--- src/rtl/zx8x_tape_pkg.sv ---
// Shared state encoding, default SAVE timing and buffer width for the ZX80/ZX81 tape capture path.
package zx8x_tape_pkg;

  localparam int unsigned TAPE_AW = 14;
  localparam int unsigned QUIET_W = 22;

  typedef logic [1:0] tape_state_t;

  localparam tape_state_t ST_IDLE = 2'd0;
  localparam tape_state_t ST_NAME = 2'd1;
  localparam tape_state_t ST_DATA = 2'd2;
  localparam tape_state_t ST_DONE = 2'd3;

  localparam logic [QUIET_W-1:0] DEF_GAP_CYC  = 22'd15600;
  localparam logic [QUIET_W-1:0] DEF_END_CYC  = 22'd2600000;
  localparam logic [3:0]         DEF_ZERO_MIN = 4'd3;
  localparam logic [3:0]         DEF_ZERO_MAX = 4'd5;
  localparam logic [3:0]         DEF_ONE_MIN  = 4'd7;
  localparam logic [3:0]         DEF_ONE_MAX  = 4'd11;

  function automatic logic in_window(input logic [3:0] cnt, input logic [3:0] lo,
                                     input logic [3:0] hi);
    return (cnt >= lo) && (cnt <= hi);
  endfunction

endpackage

--- src/rtl/zx8x_tape_bitdec.sv ---
// MIC pulse-train bit decoder: synchronizer, rising-edge detect, pulse/quiet counters and
// pulse-count window classification into 0, 1 or bad bits.
module zx8x_tape_bitdec
  import zx8x_tape_pkg::*;
#(
  parameter logic [QUIET_W-1:0] GAP_CYC  = DEF_GAP_CYC,
  parameter logic [QUIET_W-1:0] END_CYC  = DEF_END_CYC,
  parameter logic [3:0]         ZERO_MIN = DEF_ZERO_MIN,
  parameter logic [3:0]         ZERO_MAX = DEF_ZERO_MAX,
  parameter logic [3:0]         ONE_MIN  = DEF_ONE_MIN,
  parameter logic [3:0]         ONE_MAX  = DEF_ONE_MAX
) (
  input  logic clk_sys,
  input  logic reset_n,
  input  logic clr,
  input  logic mic,
  output logic pulse_edge,
  output logic bit_valid,
  output logic bit_val,
  output logic bit_err,
  output logic end_quiet
);

  // sync_q[1] is the synchronized level, sync_q[2] its previous value.
  logic [2:0]         sync_q, sync_d;
  logic [3:0]         pulse_q, pulse_d;
  logic [QUIET_W-1:0] quiet_q, quiet_d;
  logic               is_zero, is_one;

  assign pulse_edge = sync_q[1] & ~sync_q[2];
  assign is_zero    = in_window(pulse_q, ZERO_MIN, ZERO_MAX);
  assign is_one     = in_window(pulse_q, ONE_MIN, ONE_MAX);
  // An edge landing on the gap compare restarts the bit instead of closing it.
  assign bit_valid  = (quiet_q == GAP_CYC) && (pulse_q != 4'd0) && !pulse_edge;
  assign bit_val    = is_one;
  assign bit_err    = !is_zero && !is_one;
  assign end_quiet  = (quiet_q == END_CYC);

  always_comb begin
    sync_d  = {sync_q[1:0], mic};
    pulse_d = pulse_q;
    quiet_d = quiet_q;
    if (clr) begin
      pulse_d = 4'd0;
      quiet_d = '0;
    end else if (pulse_edge) begin
      if (pulse_q != 4'hF) pulse_d = pulse_q + 4'd1;
      quiet_d = '0;
    end else begin
      if (bit_valid) pulse_d = 4'd0;
      if (quiet_q != END_CYC) quiet_d = quiet_q + 1'b1;
    end
  end

  always_ff @(posedge clk_sys or negedge reset_n) begin
    if (!reset_n) begin
      sync_q  <= 3'b000;
      pulse_q <= 4'd0;
      quiet_q <= '0;
    end else begin
      sync_q  <= sync_d;
      pulse_q <= pulse_d;
      quiet_q <= quiet_d;
    end
  end

endmodule

--- src/rtl/zx8x_tape_saver.sv ---
// ZX80/ZX81 SAVE capture: assembles decoded bits into bytes and writes them to the tape buffer.
// Define ZX8X_SAVE_NAMESKIP_EN to strip the filename so the buffer holds a pure .p image.
module zx8x_tape_saver
  import zx8x_tape_pkg::*;
#(
  parameter logic [QUIET_W-1:0] GAP_CYC  = DEF_GAP_CYC,
  parameter logic [QUIET_W-1:0] END_CYC  = DEF_END_CYC,
  parameter logic [3:0]         ZERO_MIN = DEF_ZERO_MIN,
  parameter logic [3:0]         ZERO_MAX = DEF_ZERO_MAX,
  parameter logic [3:0]         ONE_MIN  = DEF_ONE_MIN,
  parameter logic [3:0]         ONE_MAX  = DEF_ONE_MAX,
  parameter logic [TAPE_AW-1:0] BUF_LAST = '1
) (
  input  logic               clk_sys,
  input  logic               reset_n,
  input  logic               arm,
  input  logic               mic,
  output logic               wr,
  output logic [TAPE_AW-1:0] waddr,
  output logic [7:0]         wdata,
  output logic               busy,
  output logic               done,
  output logic               err,
  output logic [TAPE_AW-1:0] byte_count,
  output logic [1:0]         state_dbg
);

`ifdef ZX8X_SAVE_NAMESKIP_EN
  localparam tape_state_t CAPTURE_START = ST_NAME;
`else
  localparam tape_state_t CAPTURE_START = ST_DATA;
`endif

  tape_state_t        state_q, state_d;
  logic [2:0]         bits_q, bits_d;
  logic [7:0]         byte_q, byte_d, shifted;
  logic               wr_q, wr_d, err_q, err_d;
  logic [TAPE_AW-1:0] waddr_q, waddr_d, count_q, count_d;
  logic [7:0]         wdata_q, wdata_d;
  logic               pulse_edge, bit_valid, bit_val, bit_err, end_quiet, dec_clr;

  // Counters stay cleared while disarmed or idle; the arming edge itself is the first pulse.
  assign dec_clr = !arm || ((state_q == ST_IDLE) && !pulse_edge);

  zx8x_tape_bitdec #(
    .GAP_CYC (GAP_CYC),
    .END_CYC (END_CYC),
    .ZERO_MIN(ZERO_MIN),
    .ZERO_MAX(ZERO_MAX),
    .ONE_MIN (ONE_MIN),
    .ONE_MAX (ONE_MAX)
  ) u_bitdec (
    .clk_sys   (clk_sys),
    .reset_n   (reset_n),
    .clr       (dec_clr),
    .mic       (mic),
    .pulse_edge(pulse_edge),
    .bit_valid (bit_valid),
    .bit_val   (bit_val),
    .bit_err   (bit_err),
    .end_quiet (end_quiet)
  );

  assign shifted = {byte_q[6:0], bit_val};

  always_comb begin
    state_d = state_q;
    bits_d  = bits_q;
    byte_d  = byte_q;
    wr_d    = 1'b0;
    waddr_d = waddr_q;
    wdata_d = wdata_q;
    err_d   = err_q;
    count_d = count_q;
    if (wr_q && (count_q != '1)) count_d = count_q + 1'b1;
    if (!arm) begin
      state_d = ST_IDLE;
      bits_d  = 3'd0;
      byte_d  = 8'd0;
      err_d   = 1'b0;
      count_d = '0;
    end else begin
      case (state_q)
        ST_IDLE: begin
          bits_d = 3'd0;
          byte_d = 8'd0;
          if (pulse_edge) state_d = CAPTURE_START;
        end
        ST_NAME, ST_DATA: begin
          if (end_quiet) begin
            state_d = ST_DONE;
            if (bits_q != 3'd0) err_d = 1'b1;
            bits_d = 3'd0;
            byte_d = 8'd0;
          end else if (bit_valid) begin
            if (bit_err) begin
              err_d  = 1'b1;
              bits_d = 3'd0;
              byte_d = 8'd0;
            end else if (bits_q == 3'd7) begin
              bits_d = 3'd0;
              byte_d = 8'd0;
`ifdef ZX8X_SAVE_NAMESKIP_EN
              // The last filename character carries the inverse-video bit.
              if (state_q == ST_NAME) begin
                if (shifted[7]) state_d = ST_DATA;
              end else
`endif
              begin
                wr_d    = 1'b1;
                waddr_d = count_q;
                wdata_d = shifted;
                if (count_q == BUF_LAST) begin
                  state_d = ST_DONE;
                  err_d   = 1'b1;
                end
              end
            end else begin
              bits_d = bits_q + 3'd1;
              byte_d = shifted;
            end
          end
        end
        default: ;
      endcase
    end
  end

  always_ff @(posedge clk_sys or negedge reset_n) begin
    if (!reset_n) begin
      state_q <= ST_IDLE;
      bits_q  <= 3'd0;
      byte_q  <= 8'd0;
      wr_q    <= 1'b0;
      waddr_q <= '0;
      wdata_q <= 8'd0;
      err_q   <= 1'b0;
      count_q <= '0;
    end else begin
      state_q <= state_d;
      bits_q  <= bits_d;
      byte_q  <= byte_d;
      wr_q    <= wr_d;
      waddr_q <= waddr_d;
      wdata_q <= wdata_d;
      err_q   <= err_d;
      count_q <= count_d;
    end
  end

  // Write port: wr is a single-cycle strobe, waddr/wdata are valid only while wr is high;
  // the buffer RAM must accept every strobe (no back-pressure).
  assign wr         = wr_q;
  assign waddr      = waddr_q;
  assign wdata      = wdata_q;
  assign err        = err_q;
  assign byte_count = count_q;
  assign busy       = (state_q == ST_NAME) || (state_q == ST_DATA);
  assign done       = (state_q == ST_DONE);
  assign state_dbg  = state_q;

endmodule

--- config.mk ---
export PLATFORM = sky130hd
export DESIGN_NAME = zx8x_tape_saver
export DESIGN_NICKNAME = d
export VERILOG_FILES = /design/src/rtl/zx8x_tape_pkg.sv /design/src/rtl/zx8x_tape_bitdec.sv /design/src/rtl/zx8x_tape_saver.sv
export SDC_FILE = /design/constraint.sdc
export NUM_CORES = 1
export LEC_CHECK = 0
export BUFFER_PORTS_ARGS = -buffer_cell sky130_fd_sc_hd__buf_2
export CAP_MARGIN = 20
export CORE_MARGIN = 1
export CORE_UTILIZATION = 25
export CTS_CLUSTER_SIZE = 40
export DETAILED_ROUTE_END_ITERATION = 8
export GPL_TIMING_DRIVEN = 0
export PLACE_DENSITY = 0.41
export SLEW_MARGIN = 20
export SYNTH_ARGS = -nofsm -noshare
export SYNTH_HDL_FRONTEND = slang
export SYNTH_SLANG_ARGS = --single-unit
--- constraint.sdc ---
create_clock -name clk_sys -period 6.38 [get_ports clk_sys]
set_clock_uncertainty 0.05 [all_clocks]
set_input_delay 0.957 -clock clk_sys [delete_from_list [all_inputs] [get_ports clk_sys]]
set_output_delay 0.957 -clock clk_sys [all_outputs]
set_load 0.03 [all_outputs]
==> summary.txt, run 1 <==
Outcome
  – Outcome: complete, no violations

Critical path
  – CP Launch Type: flop
  – Data required time of the worst path: 6560 ps
  – Critical path type: flop to flop
  – Peak fanout along the critical path: 10
  – Setup crit end kind: flop
  – Crit path DAT: 2960 ps

Die
  – Core area: 15100 sq um
  – Initial Util: 0.255
  – Area of the die: 16000 sq um
  – Chip Width: 126 um
  – Row count: 45
  – Io pins: 46
  – Die height: 126 um

Clock network
  – CTS buffer count: 9
  – CTS tree: done
  – CTS hold repair buffers: 0
  – # clock sinks: 79
  – H-tree depth: 3
  – Clk buf depth: 2
  – Post-CTS setup buffers: 0
  – CTS root buffer: clkbuf_16
  – CTS clk-pin slew, worst paths: 60 ps
  – PostCTS Resize Cnt: 0
  – Clock latency at the later pin of the worst-skew pair: 350 ps

Global routing
  – First-pass GRT wire length: 14600 um
  – Vias in the first global route: 2706
  – All-Layer GR Usage: 0.119
  – Gr ovfl total: 0
  – Pin count of the biggest net entering global routing: 55
  – Initial antenna violation count: 0

Timing
  – Final WS setup: 3590 ps
  – Minimum clock period: 2790 ps
  – Worst hold margin: 298 ps
  – Max Clk Rate: 359 MHz
  – Relative slew slack: 0.553
  – Setup TNS: 0 ps
  – Final hold viol count: 0
  – Unrepaired setup endpoints after global routing: no
  – Final count of negative-setup-slack endpoints: 0
  – Final Max Tran Viols: 0
  – Period utilization: 0.437
  – Worst Max-Slew Pin Slew: 665 ps

Detailed routing
  – Vias/cell: 4.65
  – Wirelength, routed: 8710 um
  – DRC Markers: 0
  – Antenna viol nets, final: 0
  – DRT iter0 DRCs: 149
  – Drt first pass iters: 4
  – Via count: 2805
  – Drt wl/cell: 14.4 um

Placement
  – DP Wirelength: 6150 um
  – Routability cong.: 0.737
  – Place WS: 3540 ps
  – Post-DP Area: 4350 sq um
  – Buffers on Ports: 45
  – Placed Cells incl. Taps: 587

Power and ir drop
  – Power Density: 237 nW/um^2
  – Leak: 2.12 nW
  – Overall power: 1.11 mW
  – Worst VDD drop: 0.120 mV

Yosys
  – Mapped Cells: 353
  – Count of cell types in the netlist: 50
  – FF+latch count, synth: 79
  – EDFF count, synth: 0
  – Mapped cell area: 3860 sq um
  – Syn Area/Cell: 10.9 sq um
  – Post-Syn Nets: 368
  – Sequential area share after synthesis: 0.512
  – Ys async rst share: 1.00
  – Cell taking the most area after synthesis: dfrtp_1
  – Ys Warns: 0
  – Primary FF master, synth: dfrtp_1
  – Largest cells by area after synthesis: dfrtp_1 51%, mux2_2 7.0%, ha_1 3.6%, nor2_1 3.2%, xor2_1 2.7%
  – Share of the synthesized area in the top cell type: 0.512

Layout
  – Final net count: 425
  – Layout cells sized above 1: 0.241
  – Commonest non-fill, non-tap cell in the layout: dfrtp_1
  – Final instance area: 4680 sq um
  – Antenna Cells: 0
  – Area delta synth->final: 21.1%
  – Most frequent cells in the layout: 79 x dfrtp_1, 44 x buf_2, 33 x nor2_1
  – Post-Layout Cell Count: 603
  – Final core occ: 0.309

Job
  – # Max-Cap Violations: 0

Worst hold path
  – Worst Hold Class: flop to flop
## cell type report
cell class | instances | area [sq um]
Timing Repair Buffer | 46 | 255
Tap cell | 188 | 235
Fill cell | 1552 | 10500
Buffer | 12 | 60.1
Clock buffer | 11 | 243
Inverter | 17 | 63.8
Clock inverter | 5 | 81.3
Sequential cell | 79 | 1980
Multi-Input combinational cell | 245 | 1760
## sequential cells by signal, summed over array words and instances (netlist names), 2 cells and up
| name | cells |
|---|---|
| byte_q | 7 |
| u_bitdec.quiet_q | 22 |
| bits_q | 3 |
| state_dbg | 2 |
| u_bitdec.sync_q | 3 |
| u_bitdec.pulse_q | 4 |
| wdata | 8 |
| byte_count | 14 |
| waddr | 14 |
## Yosys cell counts, drive strengths merged (7+ instances only)
library cell	count
dfrtp	79
nor2	33
mux2	24
nand2	18
inv	17
a21oi	15
o21ai	13
xor2	12
ha	11
clkbuf	10
nand3	10
xnor2	10
a22o	9
or3	9
nand4	8
mux2i	7
nor3	7
nor4	7
## kinds of logic (layout without fill, tap and decap cells)
kind of cell	count (synthesis)	in the layout	share of synthesized area
fa+ha+maj	11	11	0.0356
mux	31	31	0.0881
simple gates	123	123	0.182
flops	79	79	0.512
buf+inv	29	91	0.0321
compound gates	58	58	0.101
xor+xnor	22	22	0.0499
## path summary, 6_finish.rpt
kind	from	end	slack [ps]	cells past startpoint
setup / recovery	u_bitdec.pulse_q[0]$_DFFE_PN0P_	wdata[2]$_DFFE_PN0P_	3590	8
hold / removal	u_bitdec.sync_q[0]$_DFF_PN0_	u_bitdec.sync_q[1]$_DFF_PN0_	300	0
setup reg to reg	u_bitdec.pulse_q[0]$_DFFE_PN0P_	wdata[2]$_DFFE_PN0P_	3590	8
hold reg to reg	u_bitdec.sync_q[0]$_DFF_PN0_	u_bitdec.sync_q[1]$_DFF_PN0_	300	0
max in group asynchronous	reset_n	bits_q[2]$_DFFE_PN0P_	5200	2
min in group asynchronous	reset_n	u_bitdec.quiet_q[7]$_DFFE_PN0P_	480	1
## power breakdown
| part | internal (mW) | switching (mW) | leakage [nW] |
|---|---|---|---|
| combinational | 0.0113 | 0.0303 | 0.864 |
| clock | 0.353 | 0.210 | 0.156 |
| sequential | 0.503 | 0.00200 | 1.10 |
| total | 0.868 | 0.242 | 2.12 |
## per-layer routing
layer / vias to the layer above / track usage / wire, um
li1: 1386 / - / -
met1: 1360 / 0.164 / 4360
met2: 47 / 0.174 / 3870
met3: 12 / 0.0207 / 247
met4: 0 / 0.0723 / 228
met5: - / 0 / 0
## critical path, stage by stage (launching register included)
cell	delay (ps)
dfrtp_1	420
inv_1	80
ha_1	210
or3b_2	210
nand4_1	170
or4_4	580
nor4_4	390
buf_6	220
mux2_2	350
Note: power is estimated with default switching activity, not from simulation.
==> inputs of run 2 (changes only) <==
--- a/config.mk
+++ b/config.mk
@@ -12,7 +12,7 @@
 export CTS_CLUSTER_SIZE = 40
 export DETAILED_ROUTE_END_ITERATION = 8
 export GPL_TIMING_DRIVEN = 0
-export PLACE_DENSITY = 0.41
+export PLACE_DENSITY = 0.42
 export SLEW_MARGIN = 20
 export SYNTH_ARGS = -nofsm -noshare
 export SYNTH_HDL_FRONTEND = slang
==> constraint.sdc (replaced) <==
create_clock -name clk_sys -period 2.3 [get_ports clk_sys]
set_clock_uncertainty 0.05 [all_clocks]
set_input_delay 0.345 -clock clk_sys [delete_from_list [all_inputs] [get_ports clk_sys]]
set_output_delay 0.345 -clock clk_sys [all_outputs]
set_load 0.03 [all_outputs]
==> summary.txt, run 2 (synthesis results as in run 1) <==
Detailed routing
  – Via count: 2921 (was 2805)
  – Drt first pass iters: 6 (was 4)
  – Drt wl/cell: 15.2 um (was 14.4 um)
  – DRT iter0 DRCs: 147 (was 149)
  – Vias/cell: 4.73 (was 4.65)
  – Antenna viol nets, final: 0 (unchanged)
  – DRC Markers: 6 (was 0)
  – Wirelength, routed: 9370 um (was 8710 um)

Power and ir drop
  – Worst VDD drop: 0.382 mV (was 0.120 mV)
  – Leak: 2.23 nW (was 2.12 nW)
  – Power Density: 640 nW/um^2 (was 237 nW/um^2)

Job
  – # Max-Cap Violations: 0 (unchanged)

Clock network
  – CTS root buffer: clkbuf_16 (unchanged)
  – CTS tree: done (unchanged)
  – # clock sinks: 79 (unchanged)
  – CTS buffer count: 9 (unchanged)
  – H-tree depth: 3 (unchanged)
  – Clk buf depth: 2 (unchanged)
  – Clock latency at the later pin of the worst-skew pair: 340 ps (was 350 ps)
  – CTS clk-pin slew, worst paths: 60 ps (about the same)

Die
  – Area of the die: 16000 sq um (unchanged)
  – Initial Util: 0.255 (unchanged)
  – Chip Width: 126 um (unchanged)
  – Io pins: 46 (unchanged)
  – Die height: 126 um (unchanged)
  – Core area: 15100 sq um (unchanged)
  – Row count: 45 (unchanged)

Timing
  – Final Max Tran Viols: 0 (unchanged)
  – Unrepaired setup endpoints after global routing: yes (was no)
  – Minimum clock period: 2480 ps (was 2790 ps)
  – Relative slew slack: 0.502 (was 0.553)
  – Worst Max-Slew Pin Slew: 741 ps (was 665 ps)
  – Final WS setup: -179 ps (was 3590 ps)
  – Final count of negative-setup-slack endpoints: 30 (was 0)
  – Period utilization: 1.08 (was 0.437)
  – Max Clk Rate: 403 MHz (was 359 MHz)
  – Final hold viol count: 0 (unchanged)

Placement
  – Place WS: -465 ps (was 3540 ps)
  – DP Wirelength: 6210 um (was 6150 um)
  – Placed Cells incl. Taps: 587 (unchanged)
  – Routability cong.: 0.773 (was 0.737)
  – Post-DP Area: 4360 sq um (was 4350 sq um)
  – Buffers on Ports: 45 (unchanged)

Critical path
  – Critical path type: flop to flop (unchanged)
  – Worst-path cell chain: inv_2 > ha_4 > or3b_4 > nand4_1 > or4_4 > nor4_4 > buf_6 > buf_8 > mux2_4 (was inv_1 > ha_1 > or3b_2 > nand4_1 > or4_4 > nor4_4 > buf_6 > mux2_2)
  – R2R setup slack: -180 ps (was 3590 ps)
  – Critical Path Max Stage Delay: 560 ps (was 580 ps)
  – Slowest CP cell: or4_4 (unchanged)
  – Crit path DAT: 2650 ps (was 2960 ps)
  – WP buf/inv: 3 (was 2)
  – R2r startpoint: u_bitdec.pulse_q[1]$_DFFE_PN0P_ (was u_bitdec.pulse_q[0]$_DFFE_PN0P_)
  – Setup crit end kind: flop (unchanged)
  – Data required time of the worst path: 2470 ps (was 6560 ps)
  – Critical R2R Capture: wdata[0]$_DFFE_PN0P_ (was wdata[2]$_DFFE_PN0P_)
  – CP Launch Type: flop (unchanged)
  – CP top delay family: simple AND/OR/NAND/NOR gates (unchanged)
  – Worst reg-to-reg path cell count: 9 (was 8)
  – Peak fanout along the critical path: 5 (was 10)

Layout
  – Post-Layout Cell Count: 617 (was 603)
  – Commonest non-fill, non-tap cell in the layout: dfrtp_1 (unchanged)
  – Area delta synth->final: 29.5% (was 21.1%)
  – Final instance area: 5000 sq um (was 4680 sq um)
  – Max reg flops: 22 (unchanged)
  – Final net count: 439 (was 425)
  – Layout cells sized above 1: 0.301 (was 0.241)
  – Antenna Cells: 0 (unchanged)
  – Filler cells: 1514 (was 1552)
  – Most frequent cells in the layout: 75 x dfrtp_1, 44 x buf_2, 33 x nor2_1 (was 79 x dfrtp_1, 44 x buf_2, 33 x nor2_1)
  – Reg with most FFs: u_bitdec.quiet_q (unchanged)

Outcome
  – Failing checks: design-rule violations, negative setup slack
  – Outcome: complete, but fails checks (was complete, no violations)

Global routing
  – Initial antenna violation count: 0 (unchanged)
  – First-pass GRT wire length: 15600 um (was 14600 um)
  – Vias in the first global route: 2852 (was 2706)
  – Gr ovfl total: 0 (unchanged)
  – Pin count of the biggest net entering global routing: 55 (unchanged)
  – All-Layer GR Usage: 0.127 (was 0.119)

Worst hold path
  – Sink of the worst hold path: u_bitdec.sync_q[0]$_DFF_PN0_ (was u_bitdec.sync_q[1]$_DFF_PN0_)
  – Worst Hold Class: input port to flop (was flop to flop)
  – Hold Path Stages: 1 (was 0)
  – Critical hold path startpoint: mic (was u_bitdec.sync_q[0]$_DFF_PN0_)
[run 2: cell types whose count changed in the layout (fill, tap and decap cells not counted), moves of 2 or more]
cell / previous run / this run
inv_1: 17 / 15
nor3_2: 0 / 2
buf_4: 1 / 13
dfrtp_2: 0 / 4
mux2_2: 24 / 4
dfrtp_1: 79 / 75
inv_2: 0 / 2
clkbuf_1: 11 / 7
ha_1: 11 / 9
a31o_4: 0 / 2
mux2_4: 0 / 20
nor3_1: 7 / 5
buf_8: 0 / 3
[run 2: layout make-up]
type	instances	area, sq um	area share
Buffer	9	57.6	0.0115
Clock buffer	11	243	0.0485
Clock inverter	5	105	0.0210
Inverter	17	63.8	0.0128
Multi-Input combinational cell	246	1910	0.381
Sequential cell	79	1980	0.396
Tap cell	188	235	0.0470
Timing Repair Buffer	62	409	0.0817
[run 2: timing repair]
item | in CTS | in global routing
hold buffers | 1 | 0
pin swaps | 6 | 5
resized for setup | 32 | 10
cloned | 3 | 0
endpoints found under the setup margin | 33 | 46
endpoints found under the hold margin | 25 | 0
setup buffers | 7 | 6
[run 2: per-stage QoR]
stage	utilization	TNS (ps)	total power [mW]	hold WS, ps
after floorplan	-	-2180	1.49	-0.591
after global placement	0.286	-11000	1.54	285
after detailed placement	0.288	-11970	1.55	258
after CTS	0.325	-8390	3.25	47.0
after global routing	0.330	-7790	3.33	48.4
final	0.330	-3960	3.20	62.9
[run 2: worst reg2reg max path, stage by stage (launching register included)]
cell     delay [ps]
dfrtp_1         360
inv_2            60
ha_4            150
or3b_4          230
nand4_1         160
or4_4           560
nor4_4          150
buf_6           190
buf_8           150
mux2_4          300
[run 2: worst max path at each step]
stage                                    start  cells past startpoint                     to
2_1_floorplan  u_bitdec.pulse_q[0]$_DFFE_PN0P_                      8   waddr[0]$_DFFE_PN0P_
3_3_place_gp   u_bitdec.pulse_q[0]$_DFFE_PN0P_                      8   wdata[3]$_DFFE_PN0P_
3_5_place_dp   u_bitdec.pulse_q[0]$_DFFE_PN0P_                      8   wdata[4]$_DFFE_PN0P_
4_1_cts        u_bitdec.pulse_q[1]$_DFFE_PN0P_                      9  waddr[13]$_DFFE_PN0P_
5_1_grt        u_bitdec.pulse_q[1]$_DFFE_PN0P_                      9  waddr[12]$_DFFE_PN0P_
6_report       u_bitdec.pulse_q[1]$_DFFE_PN0P_                      9   wdata[0]$_DFFE_PN0P_
[run 2: power breakdown]
group / internal (mW) / leakage, nW / total (mW) / switching [mW]
Clock: 1.09 / 0.162 / 1.67 / 0.575
Sequential: 1.40 / 1.09 / 1.40 / 0.00524
Combinational: 0.0447 / 0.983 / 0.136 / 0.0915
[run 2: metal layers]
| layer | vias to the layer above | GRT usage | part of all wire | wire length (um) |
|---|---|---|---|---|
| li1 | 1418 | - | - | - |
| met1 | 1447 | 0.183 | 0.51 | 4760 |
| met2 | 46 | 0.180 | 0.44 | 4090 |
| met3 | 10 | 0.0312 | 0.038 | 359 |
| met4 | 0 | 0.0553 | 0.017 | 159 |
| met5 | - | 0 | 0 | 0 |
==> inputs of run 3 (changes only) <==
--- a/config.mk
+++ b/config.mk
@@ -5,14 +5,15 @@
 export SDC_FILE = /design/constraint.sdc
 export NUM_CORES = 1
 export LEC_CHECK = 0
+export ABC_AREA = 1
 export BUFFER_PORTS_ARGS = -buffer_cell sky130_fd_sc_hd__buf_2
-export CAP_MARGIN = 20
 export CORE_MARGIN = 1
 export CORE_UTILIZATION = 25
 export CTS_CLUSTER_SIZE = 40
 export DETAILED_ROUTE_END_ITERATION = 8
 export GPL_TIMING_DRIVEN = 0
 export PLACE_DENSITY = 0.42
+export SKIP_LAST_GASP = 1
 export SLEW_MARGIN = 20
 export SYNTH_ARGS = -nofsm -noshare
 export SYNTH_HDL_FRONTEND = slang
==> summary.txt, run 3 <==
Layout
  – Reg with most FFs: u_bitdec.quiet_q (unchanged)
  – Area delta synth->final: 18.8% (was 29.5%)
  – Most frequent cells in the layout: 110 x nand2_1, 79 x dfrtp_1, 72 x nor2_1 (was 75 x dfrtp_1, 44 x buf_2, 33 x nor2_1)
  – Final net count: 619 (was 439)
  – Commonest non-fill, non-tap cell in the layout: nand2_1 (was dfrtp_1)
  – Max reg flops: 22 (unchanged)
  – Filler cells: 1909 (was 1514)
  – Antenna Cells: 0 (unchanged)
  – Multi-input logic area: 2050 sq um (was 1910 sq um)
  – Register area: 1980 sq um (about the same)
  – Layout cells sized above 1: 0.220 (was 0.301)

Die
  – Row count: 48 (was 45)
  – Io pins: 46 (unchanged)
  – Initial Util: 0.255 (about the same)
  – Area of the die: 18100 sq um (was 16000 sq um)
  – Core area: 17200 sq um (was 15100 sq um)
  – Die height: 134 um (was 126 um)
  – Chip Width: 134 um (was 126 um)

Detailed routing
  – Via count: 3724 (was 2921)
  – Drt first pass iters: 4 (was 6)
  – DRT iter0 DRCs: 204 (was 147)
  – Vias/cell: 4.47 (was 4.73)
  – Antenna viol nets, final: 0 (unchanged)
  – Drt wl/cell: 13.5 um (was 15.2 um)
  – DRC Markers: 0 (was 6)
  – Wirelength, routed: 11300 um (was 9370 um)

Clock network
  – CTS clk-pin slew, worst paths: 60 ps (about the same)
  – Clock latency at the later pin of the worst-skew pair: 350 ps (was 340 ps)
  – CTS tree: done (unchanged)
  – CTS buffer count: 9 (unchanged)
  – # clock sinks: 79 (unchanged)
  – Clk buf depth: 2 (unchanged)
  – CTS root buffer: clkbuf_16 (unchanged)
  – H-tree depth: 3 (unchanged)

Critical path
  – Crit path to: wdata[0]$_DFFE_PN0P_ (unchanged)
  – Crit path DAT: 2190 ps (was 2650 ps)
  – Critical R2R Capture: wdata[0]$_DFFE_PN0P_ (unchanged)
  – Data required time of the worst path: 2490 ps (was 2470 ps)
  – Peak fanout along the critical path: 10 (was 5)
  – R2r startpoint: u_bitdec.quiet_q[0]$_DFFE_PN0P_ (was u_bitdec.pulse_q[1]$_DFFE_PN0P_)
  – Critical path type: flop to flop (unchanged)
  – R2R setup slack: 300 ps (was -180 ps)
  – CP Launch Type: flop (unchanged)
  – Setup crit end kind: flop (unchanged)
  – Beginning of the critical path: u_bitdec.quiet_q[0]$_DFFE_PN0P_ (was u_bitdec.pulse_q[1]$_DFFE_PN0P_)
  – Worst reg-to-reg path cell count: 12 (was 9)

Power and ir drop
  – Power Density: 659 nW/um^2 (was 640 nW/um^2)
  – Comb power frac: 0.186 (was 0.042)
  – Overall power: 3.43 mW (was 3.20 mW)
  – Psw: 1.06 mW (was 0.672 mW)
  – Seq pwr share: 0.424 (was 0.438)
  – Pint: 2.36 mW (was 2.53 mW)
  – Worst VDD drop: 0.341 mV (was 0.382 mV)
  – Sw frac: 0.311 (was 0.210)
  – Clock group share of total power: 0.390 (was 0.520)
  – Leak: 2.49 nW (was 2.23 nW)

Yosys
  – Count of cell types in the netlist: 36 (was 50)
  – Primary FF master, synth: dfrtp_1 (unchanged)
  – Post-synth top cells: 110 x nand2_1, 79 x dfrtp_1, 73 x nor2_1 (was 79 x dfrtp_1, 33 x nor2_1, 24 x mux2_2)
  – Syn Area/Cell: 8.02 sq um (was 10.9 sq um)
  – Share of the synthesized area in the top cell type: 0.451 (was 0.512)
  – Cell taking the most area after synthesis: dfrtp_1 (unchanged)
  – Most common cell in the netlist: nand2_1 (was dfrtp_1)
  – FF+latch count, synth: 79 (unchanged)
  – EDFF count, synth: 0 (unchanged)
  – Sequential area share after synthesis: 0.451 (was 0.512)
  – Post-Syn Nets: 561 (was 368)
  – Ys Warns: 0 (unchanged)
  – Ys async rst share: 1.00 (unchanged)
  – Mapped cell area: 4380 sq um (was 3860 sq um)
  – Largest cells by area after synthesis: dfrtp_1 45%, nand2_1 9.4%, nor2_1 6.3%, nand3_1 5.4%, inv_1 4.5% (was dfrtp_1 51%, mux2_2 7.0%, ha_1 3.6%, nor2_1 3.2%, xor2_1 2.7%)
  – Mapped Cells: 546 (was 353)

Timing
  – Minimum clock period: 2000 ps (was 2480 ps)
  – Final count of negative-setup-slack endpoints: 0 (was 30)
  – Max Clk Rate: 500 MHz (was 403 MHz)
  – Setup TNS: 0 ps (was -3960 ps)
  – Period utilization: 0.869 (was 1.08)
  – Relative slew slack: 0.611 (was 0.502)
  – Final Max Tran Viols: 0 (unchanged)
  – Final hold viol count: 0 (unchanged)
  – Unrepaired setup endpoints after global routing: no (was yes)
  – Worst Max-Slew Pin Slew: 577 ps (was 741 ps)

Worst hold path
  – Worst Hold Class: input port to flop (unchanged)
  – Critical hold path startpoint: mic (unchanged)

Global routing
  – All-Layer GR Usage: 0.136 (was 0.127)
  – First-pass GRT wire length: 19100 um (was 15600 um)
  – Vias in the first global route: 3741 (was 2852)
  – Gr ovfl total: 0 (unchanged)
  – Pin count of the biggest net entering global routing: 54 (was 55)
  – Initial antenna violation count: 0 (unchanged)

Outcome
  – Outcome: complete, no violations (was complete, but fails checks)

Placement
  – DP Wirelength: 8560 um (was 6210 um)
  – Routability cong.: 0.834 (was 0.773)
  – Buffers on Ports: 45 (unchanged)

Job
  – # Max-Cap Violations: 0 (unchanged)
==> run 3: changes by cell type in the layout (fill, tap and decap cells not counted), moves of 10 or more <==
cell,change
nor2_1,+39
nand2_1,+92
o21ai_2,+10
a21oi_1,+20
mux2_4,-20
nor2_2,+23
inv_1,+37
nand3_1,+38
==> run 3: timing repair <==
item                                    CTS  global route
endpoints found under the setup margin    0             9
hold endpoints to repair                 26             0
buffers inserted                          0             0
hold buffers                              1             0
gates resized for setup                   0             1
==> run 3: cell type report <==
cell class,instances,area share
Multi-Input combinational cell,390,0.393
Sequential cell,79,0.380
Tap cell,225,0.0541
Timing Repair Buffer,47,0.0510
Inverter,63,0.0462
Clock buffer,10,0.0459
Buffer,14,0.0231
Clock inverter,5,0.00673
==> run 3: cell families (layout without fill, tap and decap cells) <==
group / after synthesis / count (layout) / share of synthesized area
fa+ha+maj: 11 / 11 / 0.0314
simple gates: 294 / 294 / 0.313
xor+xnor: 8 / 8 / 0.0160
compound gates: 77 / 77 / 0.106
buf+inv: 77 / 139 / 0.0823
flops: 79 / 79 / 0.451
==> run 3: how the worst min path moves through the flow <==
| stage | endpoint | cells past startpoint |
|---|---|---|
| after floorplan | bits_q[0]$_DFFE_PN0P_ | 0 |
| after global placement | u_bitdec.sync_q[1]$_DFF_PN0_ | 0 |
| after detailed placement | wdata[4]$_DFFE_PN0P_ | 1 |
| after CTS | u_bitdec.sync_q[0]$_DFF_PN0_ | 1 |
| after global routing | u_bitdec.sync_q[0]$_DFF_PN0_ | 1 |
| final | u_bitdec.sync_q[0]$_DFF_PN0_ | 1 |
==> run 3: per-layer routing <==
| metal | track usage | vias up | part of all wire |
|---|---|---|---|
| li1 | - | 1894 | - |
| met1 | 0.172 | 1758 | 0.47 |
| met2 | 0.226 | 63 | 0.48 |
| met3 | 0.0329 | 9 | 0.048 |
| met4 | 0.0449 | 0 | 0.0054 |
| met5 | 0 | - | 0 |
==> run 3: power groups by stage <==
| stage | clock network [mW] | registers, mW | logic, mW |
|---|---|---|---|
| 2_1_floorplan | 0 | 1.51 | 0.419 |
| 3_3_place_gp | 0 | 1.48 | 0.623 |
| 3_5_place_dp | 0 | 1.48 | 0.644 |
| 4_1_cts | 1.40 | 1.45 | 0.649 |
| 5_1_grt | 1.45 | 1.46 | 0.704 |
| 6_report | 1.34 | 1.45 | 0.638 |
==> run 3: stage by stage <==
step	setup slack [ps]	cells	cell area (sq um)	util	hold WS [ps]
detailed placement	129	817	4920	0.286	251
floorplan	321	546	4380	-	-0.591
global placement	111	816	4890	0.285	284
global route	56.3	833	5200	0.303	45.4
finish	301	833	5200	0.303	54.0
CTS	113	833	5200	0.303	38.5
==> run 3: worst max-delay path, stage by stage, from the launching register on <==
cell	delay, ps
dfrtp_1	400
inv_1	100
ha_1	200
nand2_1	70
nor2_1	80
nand2_1	120
nor2_4	140
nand3_4	110
nor2_4	210
nand2_4	100
buf_6	170
nor2_2	90
nor2_1	50
